[config.mk]
export PLATFORM = sky130hd
export DESIGN_NAME = divider_32bit
export DESIGN_NICKNAME = d
export VERILOG_FILES = /design/src/rtl/divider_32bit.sv
export SDC_FILE = /design/constraint.sdc
export NUM_CORES = 1
export LEC_CHECK = 0
export ABC_AREA = 1
export BUFFER_PORTS_ARGS = -buffer_cell sky130_fd_sc_hd__buf_2
export CAP_MARGIN = 20
export CORE_MARGIN = 2
export CORE_UTILIZATION = 50
export CTS_BUF_LIST = sky130_fd_sc_hd__clkbuf_16
export CTS_CLUSTER_DIAMETER = 200
export CTS_CLUSTER_SIZE = 8
export DETAILED_ROUTE_END_ITERATION = 8
export PLACE_DENSITY = 0.7
export RECOVER_POWER = 100
export SETUP_SLACK_MARGIN = 0.3
export SKIP_LAST_GASP = 1
export SLEW_MARGIN = 20
export SYNTH_ARGS = -nofsm -noshare
export SYNTH_HDL_FRONTEND = slang
export SYNTH_SLANG_ARGS = --single-unit
[constraint.sdc]
create_clock -name clk -period 2.5 [get_ports clk]
set_input_delay 0.75 -clock clk [delete_from_list [all_inputs] [get_ports clk]]
set_output_delay 0.75 -clock clk [all_outputs]
set_load 0.02 [all_outputs]
[src/rtl/divider_32bit.sv]
// Multi-cycle restoring divider: one quotient bit per clock, MSB first, with a zero-divisor shortcut.
// Optional feature: define DIV_SIGNED_EN for two's-complement operands (magnitude divide plus sign fixup).
module divider_32bit #(
    parameter int WIDTH = 32
) (
    input  logic             clk,
    input  logic             rst,
    input  logic             start,
    input  logic [WIDTH-1:0] dividend,
    input  logic [WIDTH-1:0] divisor,
    output logic             busy,
    output logic             done,
    output logic [WIDTH-1:0] quotient,
    output logic [WIDTH-1:0] remainder,
    output logic             div_by_zero
);

    typedef enum logic [1:0] {IDLE = 2'd0, CALC = 2'd1, DONE = 2'd2} state_t;

    localparam int CW = $clog2(WIDTH + 1);
    localparam logic [WIDTH-1:0] ONE = {{(WIDTH-1){1'b0}}, 1'b1};

    state_t           state;
    logic [WIDTH-1:0] work;       // dividend bits shift out the top, quotient bits shift in the bottom
    logic [WIDTH-1:0] dsr;
    logic [WIDTH-1:0] rem;
    logic [CW-1:0]    cnt;
    logic             zero_div;
    logic             neg_q;
    logic             neg_r;

`ifdef DIV_SIGNED_EN
    function automatic logic [WIDTH-1:0] magnitude(input logic [WIDTH-1:0] v);
        return v[WIDTH-1] ? (~v + ONE) : v;
    endfunction

    function automatic logic [WIDTH-1:0] apply_sign(input logic [WIDTH-1:0] v, input logic neg);
        return neg ? (~v + ONE) : v;
    endfunction
`else
    function automatic logic [WIDTH-1:0] magnitude(input logic [WIDTH-1:0] v);
        return v;
    endfunction

    function automatic logic [WIDTH-1:0] apply_sign(input logic [WIDTH-1:0] v, input logic neg);
        return v;
    endfunction
`endif

    // {rem,next bit} is WIDTH+1 bits unsigned, so one extra sign bit keeps the trial difference exact
    logic [WIDTH+1:0] diff;
    logic [WIDTH-1:0] rem_next;
    logic [WIDTH-1:0] work_next;

    // One restoring shift-subtract step
    always_comb begin
        diff = {1'b0, rem, work[WIDTH-1]} - {2'b00, dsr};
        if (diff[WIDTH+1]) begin
            rem_next  = {rem[WIDTH-2:0], work[WIDTH-1]};
            work_next = {work[WIDTH-2:0], 1'b0};
        end else begin
            rem_next  = diff[WIDTH-1:0];
            work_next = {work[WIDTH-2:0], 1'b1};
        end
    end

    // Control FSM with registered status and result outputs
    always_ff @(posedge clk) begin
        if (rst) begin
            state       <= IDLE;
            busy        <= 1'b0;
            done        <= 1'b0;
            quotient    <= '0;
            remainder   <= '0;
            div_by_zero <= 1'b0;
            cnt         <= '0;
            work        <= '0;
            dsr         <= '0;
            rem         <= '0;
            zero_div    <= 1'b0;
            neg_q       <= 1'b0;
            neg_r       <= 1'b0;
        end else begin
            case (state)
                IDLE: begin
                    done <= 1'b0;
                    if (start) begin
                        work        <= magnitude(dividend);
                        dsr         <= magnitude(divisor);
                        rem         <= '0;
                        cnt         <= '0;
                        zero_div    <= (divisor == '0);
                        busy        <= (divisor != '0);
                        div_by_zero <= 1'b0;
`ifdef DIV_SIGNED_EN
                        neg_q       <= dividend[WIDTH-1] ^ divisor[WIDTH-1];
                        neg_r       <= dividend[WIDTH-1];
`else
                        neg_q       <= 1'b0;
                        neg_r       <= 1'b0;
`endif
                        state       <= CALC;
                    end else begin
                        busy <= 1'b0;
                    end
                end
                CALC: begin
                    if (zero_div) begin
                        // Re-signing the magnitude restores the original dividend bit pattern
                        quotient    <= '1;
                        remainder   <= apply_sign(work, neg_r);
                        div_by_zero <= 1'b1;
                        done        <= 1'b1;
                        busy        <= 1'b0;
                        state       <= DONE;
                    end else begin
                        work <= work_next;
                        rem  <= rem_next;
                        cnt  <= cnt + 1'b1;
                        if (cnt == CW'(WIDTH - 1)) begin
                            quotient  <= apply_sign(work_next, neg_q);
                            remainder <= apply_sign(rem_next, neg_r);
                            done      <= 1'b1;
                            busy      <= 1'b0;
                            state     <= DONE;
                        end else begin
                            busy <= 1'b1;
                        end
                    end
                end
                DONE: begin
                    done  <= 1'b0;
                    busy  <= 1'b0;
                    state <= IDLE;
                end
                default: begin
                    done  <= 1'b0;
                    busy  <= 1'b0;
                    state <= IDLE;
                end
            endcase
        end
    end

endmodule

==> impl_metrics.csv <==
group,metric,value,unit
timing,period_share,92.8,%
power,seqPwrFrac,40.6,%
timing,fin_crit,2320,ps
power,comb_power_share,21.7,%
setup_path,reg2reg_to,"rem[12]$_SDFFE_PP0P_",
clock_network,htreeDepth,4,
synthesis,synth_seq_cells,172,
place,gp_congestion,1.00,
setup_path,crit_chain,"ha_4 > inv_2 > fa_2 > nand3_1 > nand3_4 > nand2_4 > nand2_4 > nand2_4 > nand2_4 > xor2_2 > nand2_2 > nand2_1 > nand2_1 > a21oi_1",
detailed_routing,routed_wl,32600,um
global_routing,overflow,0,
synthesis,synth_top_area_cell,"dfxtp_1",
floorplanning,core_area,19300,sq um
detailed_routing,drtPass1Iterations,5,
setup_path,cp-start-kind,"register",
floorplanning,die_h,144,um
power,p_sw,2.40,mW
detailed_routing,drc,0,
synthesis,synth_top_family_by_area,"simple AND/OR/NAND/NOR gates",
synthesis,netlist_area,9740,sq um
clock_network,cts_buffer_depth,2,
setup_path,required,2860,ps
floorplanning,io_pins,134,
synthesis,synth_fp_nets,1584,
place,port_buffers,133,
place,dp_hpwl,21300,um
power,worst_ir_drop_vdd,544,uV
global_routing,first_global_vias,9346,
detailed_routing,met2RoutedLength,15200,um
synthesis,yosysWarnings,0,
cells_and_area,diodes,0,
detailed_routing,via_per_inst,5.46,
synthesis,syn_area_per_cell,6.57,sq um
setup_path,critical-path-top-delay-family,"simple AND/OR/NAND/NOR gates",
synthesis,yosys-top-cells-area,"dfxtp_1 35%, nand2_1 19%, inv_1 7.4%",
timing,rsz0062_at_grt,"yes",
setup_path,crit_fanout,5,
setup_path,crit_cells,14,
setup_path,cp_common_cell,"nand2_4",
detailed_routing,wl_per_cell,17.0,um
detailed_routing,drtIter0Drc,714,
cells_and_area,layout_commonest_cell,"nand2_1",
worst_hold_path,worst_hold_path.num_cells,2,
global_routing,grt_max_degree,66,
setup_path,arrival,2680,ps
timing,maxSlewViolCount,0,
synthesis,synth.yosys.seq_area_share,35.4,%
global_routing,grt_pass1_wl,47800,um
setup_path,critPathCaptureType,"register",
global_routing,antenna_found_initial,0,
synthesis,synth-main-ff-cell,"dfxtp_1",
clock_network,clkTransAtPathRegs,70,ps
synthesis,synth_mux_area_share,0,%
detailed_routing,num_vias,10500,
global_routing,grt_use_total,29.5,%
clock_network,cts_sinks,172,
power,p_int,4.84,mW
clock_network,cts_tree,"done",
timing,max_freq,431,MHz
synthesis,synth_compound_area_share,16.7,%
place,dp_cells,1835,
power,power_frac_clock,37.8,%
cells_and_area,syn2layout_area_growth,30.6,%
setup_path,r2r_slack,180,ps
floorplanning,start_util,50.5,%
setup_path,critPathSlowestCell,"fa_2",
worst_hold_path,hold_class,"register to register",
timing,skew,10.7,ps
setup_path,crit_type,"register to register",
power,p_leak,5.50,nW
detailed_routing,wl_met1,14100,um
floorplanning,die_w,144,um
cells_and_area,finalCoreUtilization,66.0,%
detailed_routing,wl_met3,2330,um
floorplanning,design.die.area,20600,sq um
synthesis,synth-xor-area-share,1.26,%
clock_network,insertion_delay,440,ps
synthesis,synthDistinctLibCells,43,
synthesis,syn-instance-count,1483,
synthesis,yosys.area_share.simple,31.0,%
timing,holdWs,466,ps
timing,tightest_slew,1180,ps
cells_and_area,drive_above_1_share,26.3,%
floorplanning,row_count,51,
cells_and_area,nNetsFinal,1737,
setup_path,path_buf_inv,1,
clock_network,clockRootBuffer,"clkbuf_16",
synthesis,synth_top_area_share,35.4,%
setup_path,crit-reg2reg-launch,"dsr[0]$_SDFFE_PP0P_",
timing,relSlewSlack,21.4,%
power,swShare,33.1,%
cells_and_area,layout.cells.non_filler,1914,
worst_hold_path,min_from,"remainder[29]$_SDFFE_PP0P_",
timing,finalHoldViolCount,0,
run_status,status,"finished, final reports clean",
timing,setup-violations-final,0,
synthesis,synth-edff-count,0,
power,power.density,569,nW/um^2
detailed_routing,ant_nets,0,
synthesis,synthAdderAreaFrac,4.45,%
cells_and_area,final_cell_mix,"428 x nand2_1, 173 x inv_1, 134 x dfxtp_1",
setup_path,worstRegToRegCells,14,
flow_run,max-cap-violations,0,
synthesis,synthArstFlopShare,0,%
clock_network,numCtsBuffers,17,
worst_hold_path,hold_end,"remainder[29]$_SDFFE_PP0P_",
detailed_routing,top_layer_used,"met4",
setup_path,critPathMaxStageDelay,400,ps
registers in the layout (all words and copies together), names as in the netlist:
signal and flops:
state 2, quotient 32, zero_div 1, remainder 32
rem 32, busy 1, dsr 32, cnt 6
done 1, div_by_zero 1, work 32
layout make-up:
class,instances,area (sq um)
fillers,1710,6550
multi-input cells,1049,6270
flip-flops and latches,172,3500
repair buffers,200,1290
inverters,196,736
clock buffers,17,425
well taps,265,332
clock inverters,15,174
worst max-delay path by stage:
stage | from | to | slack (ps)
6_report | dsr[0]$_SDFFE_PP0P_ | rem[12]$_SDFFE_PP0P_ | 180
5_1_grt | work[31]$_SDFFE_PP0P_ | rem[12]$_SDFFE_PP0P_ | 70
4_1_cts | rem[25]$_SDFFE_PP0P_ | remainder[31]$_SDFFE_PP0P_ | 280
3_5_place_dp | work[31]$_SDFFE_PP0P_ | remainder[28]$_SDFFE_PP0P_ | -100
3_3_place_gp | work[31]$_SDFFE_PP0P_ | remainder[28]$_SDFFE_PP0P_ | -120
2_1_floorplan | work[31]$_SDFFE_PP0P_ | remainder[12]$_SDFFE_PP0P_ | 510
power by group through the flow:
| stage | Sequential [mW] | Combinational, mW | Clock, mW |
|---|---|---|---|
| after detailed placement | 2.99 | 1.21 | 0 |
| after global routing | 2.95 | 1.70 | 2.84 |
| after CTS | 2.93 | 1.33 | 2.74 |
| final | 2.93 | 1.57 | 2.73 |
| after floorplan | 3.00 | 0.802 | 0 |
| after global placement | 2.99 | 1.21 | 0 |
timing repair:
| action | in CTS | in global routing |
|---|---|---|
| setup endpoints to repair | 67 | 91 |
| resized for setup | 64 | 218 |
| pin swaps | 14 | 91 |
| hold buffers | 0 | 0 |
| cloned | 4 | 8 |
| setup buffers | 14 | 21 |
worst register-to-register path, delay by kind of cell, from the launching register on:
kind / cells / cell delay [ps]
compound gates: 1 / 170
xor+xnor: 1 / 170
fa+ha+maj: 2 / 550
buf+inv: 1 / 40
flops: 1 / 390
simple gates: 9 / 930
per-layer routing:
metal,global-route usage [%],vias to the layer above
li1,-,5077
met1,40.0,4893
met2,46.9,413
met3,6.50,70
met4,9.29,0
met5,0,-
cell families (layout without fill, tap and decap cells):
kind of cell    after synthesis  count (layout)
compound gates              300             300
simple gates                696             701
buf+inv                     267             428
xor+xnor                     14              14
flops                       172             172
fa+ha+maj                    34              34
metrics by stage:
| stage | worst slack [ps] | TNS (ps) | power [mW] | instance area, sq um |
|---|---|---|---|---|
| floorplan | 510 | 0 | 3.81 | 9740 |
| global placement | -119 | -322 | 4.19 | 10700 |
| detailed placement | -95.5 | -269 | 4.20 | 10700 |
| CTS | 284 | 0 | 7.00 | 11900 |
| global route | 70.4 | 0 | 7.49 | 12700 |
| finish | 180 | 0 | 7.24 | 12700 |
synthesized netlist by cell type, types with 4 or more instances:
master and count:
nand3_1 72, nor2_1 57, nand3_2 14, a21oi_1 125, o21ai_0 95, xor2_1 13
dfxtp_1 172, nand2_2 19, nor4_1 8, nor3_1 6, inv_1 193, nand2_1 483
a31oi_1 39, nor2_2 5, o21ai_1 16, nand4_1 11, buf_4 4, clkbuf_1 40
a21oi_2 10, buf_1 5, ha_1 33, buf_2 18, and2_1 8, a211oi_1 10
No activity file was read; power rests on OpenSTA's default activity.
